**config.mk**
```make
export PLATFORM = sky130hd
export DESIGN_NAME = systolic_feeder
export DESIGN_NICKNAME = d
export VERILOG_FILES = /design/src/rtl/systolic_feeder.sv
export SDC_FILE = /design/constraint.sdc
export NUM_CORES = 1
export LEC_CHECK = 0
export ABC_AREA = 1
export CORE_ASPECT_RATIO = 0.8
export CORE_UTILIZATION = 30
export CTS_CLUSTER_SIZE = 12
export DETAILED_ROUTE_END_ITERATION = 12
export MAX_ROUTING_LAYER = met4
export PLACE_DENSITY = 0.48
export SYNTH_ARGS = -nofsm -noshare
export SYNTH_HDL_FRONTEND = slang
export SYNTH_SLANG_ARGS = --single-unit
```
**constraint.sdc**
```tcl
create_clock -name clk -period 2.55 [get_ports clk]
set_clock_uncertainty 0.15 [all_clocks]
set_input_delay 0.51 -clock clk [delete_from_list [all_inputs] [get_ports clk]]
set_output_delay 0.51 -clock clk [all_outputs]
set_load 0.01 [all_outputs]
```
**src/rtl/systolic_feeder.sv**
```systemverilog
// systolic_feeder: operand feeder for one row of the MAC systolic array.
// Buffers {a, b, last} vector pairs in a FIFO, feeds them into a lane-skewed
// pipeline (lane i delayed by i cycles) and, after the last vector of a job,
// flushes zeros until every lane has drained, then pulses done.
// Optional feature: define FEEDER_UNDERRUN_CNT_EN to enable the saturating
// FEED-state bubble counter on underrun_cnt (tied to 0 otherwise).
module systolic_feeder #(
  parameter int LANES = 4,
  parameter int DW    = 8,
  parameter int DEPTH = 8
) (
  input  logic                clk,
  input  logic                rst,
  input  logic                in_valid,
  output logic                in_ready,
  input  logic [LANES*DW-1:0] in_a,
  input  logic [LANES*DW-1:0] in_b,
  input  logic                in_last,
  output logic [LANES*DW-1:0] out_a,
  output logic [LANES*DW-1:0] out_b,
  output logic [LANES-1:0]    out_valid,
  output logic                busy,
  output logic                done,
  output logic [7:0]          underrun_cnt
);

  localparam int VW = LANES * DW;
  localparam int AW = (DEPTH > 1) ? $clog2(DEPTH) : 1;
  localparam int CW = AW + 1;
  localparam int EW = 2 * VW + 1;
  localparam int FW = (LANES > 1) ? $clog2(LANES) : 1;

  typedef enum logic [1:0] {S_IDLE, S_FEED, S_FLUSH, S_DONE} state_t;

  logic [EW-1:0] mem_q [DEPTH];
  logic [EW-1:0] mem_d [DEPTH];
  logic [AW-1:0] wr_ptr_q, wr_ptr_d, rd_ptr_q, rd_ptr_d;
  logic [CW-1:0] count_q, count_d;
  state_t        state_q, state_d;
  logic [FW-1:0] flush_cnt_q, flush_cnt_d;
  logic          busy_q, busy_d, done_q, done_d;
  logic [VW-1:0] a_p0_q, a_p0_d, b_p0_q, b_p0_d;
  logic          vld_p0_q, vld_p0_d;
  logic          push, pop, fifo_empty;
  logic [EW-1:0] head;

  // in_ready comes only from the registered count; a same-cycle pop cannot raise it
  assign in_ready = (count_q != CW'(DEPTH));

  // FIFO bookkeeping, FSM next state and stage-0 operand selection
  always_comb begin
    push       = in_valid && in_ready;
    fifo_empty = (count_q == '0);
    head       = mem_q[rd_ptr_q];
    pop        = (state_q == S_FEED) && !fifo_empty;

    mem_d = mem_q;
    if (push) mem_d[wr_ptr_q] = {in_a, in_b, in_last};
    wr_ptr_d = wr_ptr_q + AW'(push);
    rd_ptr_d = rd_ptr_q + AW'(pop);
    count_d  = count_q + CW'(push) - CW'(pop);

    state_d     = state_q;
    flush_cnt_d = flush_cnt_q;
    a_p0_d      = '0;
    b_p0_d      = '0;
    vld_p0_d    = 1'b0;
    unique case (state_q)
      S_IDLE: begin
        if (!fifo_empty) state_d = S_FEED;
      end
      S_FEED: begin
        // an empty FIFO here is an underrun: zeros with valid=0 keep the skew aligned
        if (!fifo_empty) begin
          a_p0_d   = head[EW-1 -: VW];
          b_p0_d   = head[VW:1];
          vld_p0_d = 1'b1;
          if (head[0]) begin
            state_d     = S_FLUSH;
            flush_cnt_d = FW'(LANES - 1);
          end
        end
      end
      S_FLUSH: begin
        if (flush_cnt_q == '0) state_d = S_DONE;
        else                   flush_cnt_d = flush_cnt_q - FW'(1);
      end
      S_DONE: begin
        state_d = S_IDLE;
      end
      default: begin
        state_d = S_IDLE;
      end
    endcase

    busy_d = (state_d != S_IDLE);
    done_d = (state_d == S_DONE);
  end

  // FIFO, FSM and stage-0 registers; reset empties everything immediately
  always_ff @(posedge clk or negedge rst) begin
    if (!rst) begin
      for (int k = 0; k < DEPTH; k++) mem_q[k] <= '0;
      wr_ptr_q    <= '0;
      rd_ptr_q    <= '0;
      count_q     <= '0;
      state_q     <= S_IDLE;
      flush_cnt_q <= '0;
      busy_q      <= 1'b0;
      done_q      <= 1'b0;
      a_p0_q      <= '0;
      b_p0_q      <= '0;
      vld_p0_q    <= 1'b0;
    end else begin
      mem_q       <= mem_d;
      wr_ptr_q    <= wr_ptr_d;
      rd_ptr_q    <= rd_ptr_d;
      count_q     <= count_d;
      state_q     <= state_d;
      flush_cnt_q <= flush_cnt_d;
      busy_q      <= busy_d;
      done_q      <= done_d;
      a_p0_q      <= a_p0_d;
      b_p0_q      <= b_p0_d;
      vld_p0_q    <= vld_p0_d;
    end
  end

  assign busy = busy_q;
  assign done = done_q;

  // ---- stage 0 -> skew: lane i sees stage 0 after i more registers ----
  for (genvar i = 0; i < LANES; i++) begin : g_lane
    if (i == 0) begin : g_direct
      assign out_a[DW-1:0] = a_p0_q[DW-1:0];
      assign out_b[DW-1:0] = b_p0_q[DW-1:0];
      assign out_valid[0]  = vld_p0_q;
    end else begin : g_skew
      localparam int SW = i * DW;
      localparam int SV = i;
      logic [SW-1:0] sa_q, sa_d, sb_q, sb_d;
      logic [SV-1:0] sv_q, sv_d;

      // shift the lane's slice in at the bottom; the oldest sample sits at the top
      always_comb begin
        sa_d = SW'({sa_q, a_p0_q[i*DW +: DW]});
        sb_d = SW'({sb_q, b_p0_q[i*DW +: DW]});
        sv_d = SV'({sv_q, vld_p0_q});
      end

      // skew delay registers for a, b and valid together
      always_ff @(posedge clk or negedge rst) begin
        if (!rst) begin
          sa_q <= '0;
          sb_q <= '0;
          sv_q <= '0;
        end else begin
          sa_q <= sa_d;
          sb_q <= sb_d;
          sv_q <= sv_d;
        end
      end

      assign out_a[i*DW +: DW] = sa_q[SW-1 -: DW];
      assign out_b[i*DW +: DW] = sb_q[SW-1 -: DW];
      assign out_valid[i]      = sv_q[SV-1];
    end
  end

`ifdef FEEDER_UNDERRUN_CNT_EN
  logic [7:0] under_q, under_d;

  // count FEED-state bubbles, saturating at 255
  always_comb begin
    under_d = under_q;
    if ((state_q == S_FEED) && fifo_empty && (under_q != 8'hFF)) under_d = under_q + 8'd1;
  end

  // underrun counter register, cleared only by reset
  always_ff @(posedge clk or negedge rst) begin
    if (!rst) under_q <= 8'd0;
    else      under_q <= under_d;
  end

  assign underrun_cnt = under_q;
`else
  assign underrun_cnt = 8'd0;
`endif

endmodule

```
==> impl_metrics.json <==
{
  "yosysSeqAreaShare": 0.608,
  "cts_inserted_buffers": 78,
  "dr_wl_met3_um": 3210,
  "first_iter_violations": 1524,
  "drc": 0,
  "vias": 20600,
  "stdcell_area_um2": 34000,
  "rsz0062_at_grt": "no",
  "clkTransAtPathRegs_ns": 0.06,
  "cp.required_ns": 1.89,
  "critPathKind": "flip-flop to output port",
  "grt_usage": 0.168,
  "met2RoutedLength_um": 33100,
  "start_util": 0.303,
  "dieArea_um2": 97300,
  "grt_antenna_before_repair": 1,
  "cp_max_fo": 3,
  "top_layer": "met4",
  "post-route-min-period_ns": 2.31,
  "clock_latency_ns": 0.63,
  "wl_um": 77900,
  "grt_max_degree": 131,
  "hpwl_um": 44700,
  "overflow": 0,
  "numClockSinks": 700,
  "slew_headroom": 0.447,
  "ys_top_cells_by_area": "dfrtp_1, o21ai_0, nand2_1, nor2_1, o21ai_1",
  "grt_pass1_vias": 20500,
  "end_kind": "output port",
  "ir_drop_mv": 0.676,
  "synth_top_area_frac": 0.608,
  "cts_tree": "yes",
  "yosysWarnings": 0,
  "synthesis.area_um2": 28800,
  "htreeDepth": 3,
  "cts-root-buf": "clkbuf_16",
  "finalNetCount": 3144,
  "drt-pass1-iter-count": 5,
  "power_density_nw_per_um2": 1340,
  "fmax_mhz": 433,
  "multiInputGateArea_um2": 9050,
  "synth_seq_cells": 700,
  "cts_max_path_buffers": 3,
  "ys_types": 36,
  "crit_path_start_kind": "flip-flop",
  "worst_slew_pin_slew_ns": 0.829,
  "die_x_um": 349,
  "area_growth_pct": 18.1,
  "yosysTopAreaCell": "dfrtp_1",
  "avgSynthCellArea_um2": 9.55,
  "period_share": 0.905,
  "seq_area_um2": 17500,
  "gp_congestion": 0.753,
  "die_h_um": 279,
  "num_antenna_cells": 0,
  "ios": 147,
  "setup_viol": 0,
  "p_leak_nw": 15.6,
  "status": "complete, no violations",
  "cts_setup_buffers": 0,
  "numPortBuffers": 138,
  "syn_inst": 3017,
  "drive_gt1_frac": 0.0829,
  "placedCellCount": 4272,
  "wl_per_cell_um": 17.6,
  "grt_pass1_wl_um": 125000,
  "core_area_um2": 95000,
  "drt-met1-wl_um": 40100,
  "drv_slew": 0,
  "place_area_um2": 31300,
  "utilization": 0.358,
  "final_cells": 4413,
  "ant_nets": 0,
  "viasPerCell": 4.67,
  "tns_ns": 0,
  "hold_path_class": "flip-flop to flip-flop",
  "finalHoldViolations": 0,
  "max-cap-violations": 0,
  "fill_cells": 9731,
  "arrival_ns": 1.65,
  "std_cell_rows": 101
}
==> cell usage after synthesis (all sizes together) <==
library cell  count
a21oi             1
a31oi             1
buf             181
clkbuf           96
clkinv            1
conb              1
dfrtp           700
fa                1
ha                9
inv              95
nand2           543
nand3            11
nand3b            1
nand4            10
nor2            392
o21ai           842
o22ai           128
xnor2             2
xor2              2
==> repair_timing <==
| item | 4_1_cts | 5_1_grt |
|---|---|---|
| setup endpoints to repair | 1 | 0 |
| hold buffers | 1 | 0 |
| resized for setup | 1 | 0 |
| endpoints found under the hold margin | 97 | 0 |
==> kinds of logic (layout without fill, tap and decap cells) <==
group | Yosys count | after routing | synth area share
flip-flops | 700 | 700 | 0.608
buffers and inverters | 373 | 475 | 0.0811
AO/OA/AOI/OAI | 972 | 972 | 0.176
adder cells (fa/ha/maj) | 10 | 10 | 0.00460
XOR/XNOR | 4 | 4 | 0.00122
other | 1 | 8 | 0.000130
AND/OR/NAND/NOR | 957 | 957 | 0.129
==> routing by layer <==
metal  GRT usage  up-vias
met2       0.240      417
met4      0.0406        0
met5           -        -
met1       0.246    10000
met3      0.0287      112
li1            -    10100
==> power breakdown <==
part           total [W]  internal [W]  switching, W
Clock             0.0118       0.00723       0.00461
Sequential        0.0178        0.0157       0.00218
Combinational     0.0158       0.00605       0.00980
Total             0.0455        0.0289        0.0166
==> critical path, stage by stage, from the launching register on <==
cell and delay, ns:
dfrtp_1 0.36, inv_1 0.10, ha_1 0.20, nand3_4 0.09, dlygate4sd2_1 0.29
==> final timing paths <==
kind,depth (start not counted),start,slack [ns],endpoint
worst max-delay path,4,count_q[2]$_DFF_PN0_,0.24,in_ready
worst min-delay path,0,a_p0_q[18]$_DFF_PN0_,0.19,g_lane[2].g_skew.sa_q[2]$_DFF_PN0_
worst max register to register,13,count_q[2]$_DFF_PN0_,0.25,count_q[2]$_DFF_PN0_
worst min register to register,0,a_p0_q[18]$_DFF_PN0_,0.19,g_lane[2].g_skew.sa_q[2]$_DFF_PN0_
max in group asynchronous,4,rst,1.20,state_q[0]$_DFF_PN0_
min in group asynchronous,2,rst,0.23,g_lane[3].g_skew.sb_q[5]$_DFF_PN0_
==> cell usage in the layout (no fill, tap or decap), types with 2 or more instances in the layout <==
master | Yosys | final
buf_12 | 1 | 50
buf_4 | 83 | 50
bufinv_16 | 0 | 9
clkbuf_1 | 93 | 18
clkbuf_16 | 0 | 81
clkbuf_8 | 2 | 17
clkdlybuf4s50_1 | 0 | 136
clkinv_2 | 1 | 11
clkinv_8 | 0 | 2
clkinvlp_4 | 0 | 2
conb_1 | 1 | 8
dfrtp_1 | 700 | 697
dfrtp_4 | 0 | 3
ha_1 | 9 | 9
inv_1 | 91 | 90
inv_2 | 3 | 3
nand2_1 | 542 | 542
nand3_1 | 10 | 10
nand4_1 | 3 | 3
nand4_4 | 1 | 7
nor2_1 | 390 | 390
o21ai_0 | 630 | 630
o21ai_1 | 196 | 196
o21ai_2 | 16 | 16
o22ai_1 | 128 | 128
xnor2_1 | 2 | 2
xor2_1 | 2 | 2
==> cell type report <==
type | count | share of cell area
clock buffer | 116 | 0.0684
timing repair buffer | 239 | 0.0814
inverter | 96 | 0.0109
multi-input combinational | 1951 | 0.266
sequential | 700 | 0.515
tap | 1287 | 0.0473
clock inverter | 24 | 0.0111
==> through the flow <==
| step | hold WS (ns) | setup slack [ns] | power [W] |
|---|---|---|---|
| after global routing | 0.199 | 0.0813 | 0.0492 |
| after CTS | 0.192 | 0.178 | 0.0461 |
| after detailed placement | 0.185 | 0.101 | 0.0340 |
| final | 0.192 | 0.243 | 0.0455 |
| after global placement | 0.183 | 0.0691 | 0.0338 |
| after floorplan | 0.0644 | 0.305 | 0.0287 |
==> sequential cells by signal, summed over array words and instances (netlist names) <==
register            count
g_lane.g_skew.sv_d      1
a_p0_q                 32
wr_ptr_q                3
g_lane.g_skew.sb_q     48
busy                    1
mem_q                 520
g_lane.g_skew.sv_q      3
g_lane.g_skew.sa_q     48
rd_ptr_q                3
count_q                 4
state_q                 2
done                    1
b_p0_q                 32
flush_cnt_q             2
Power figures use the tool's default switching activity.
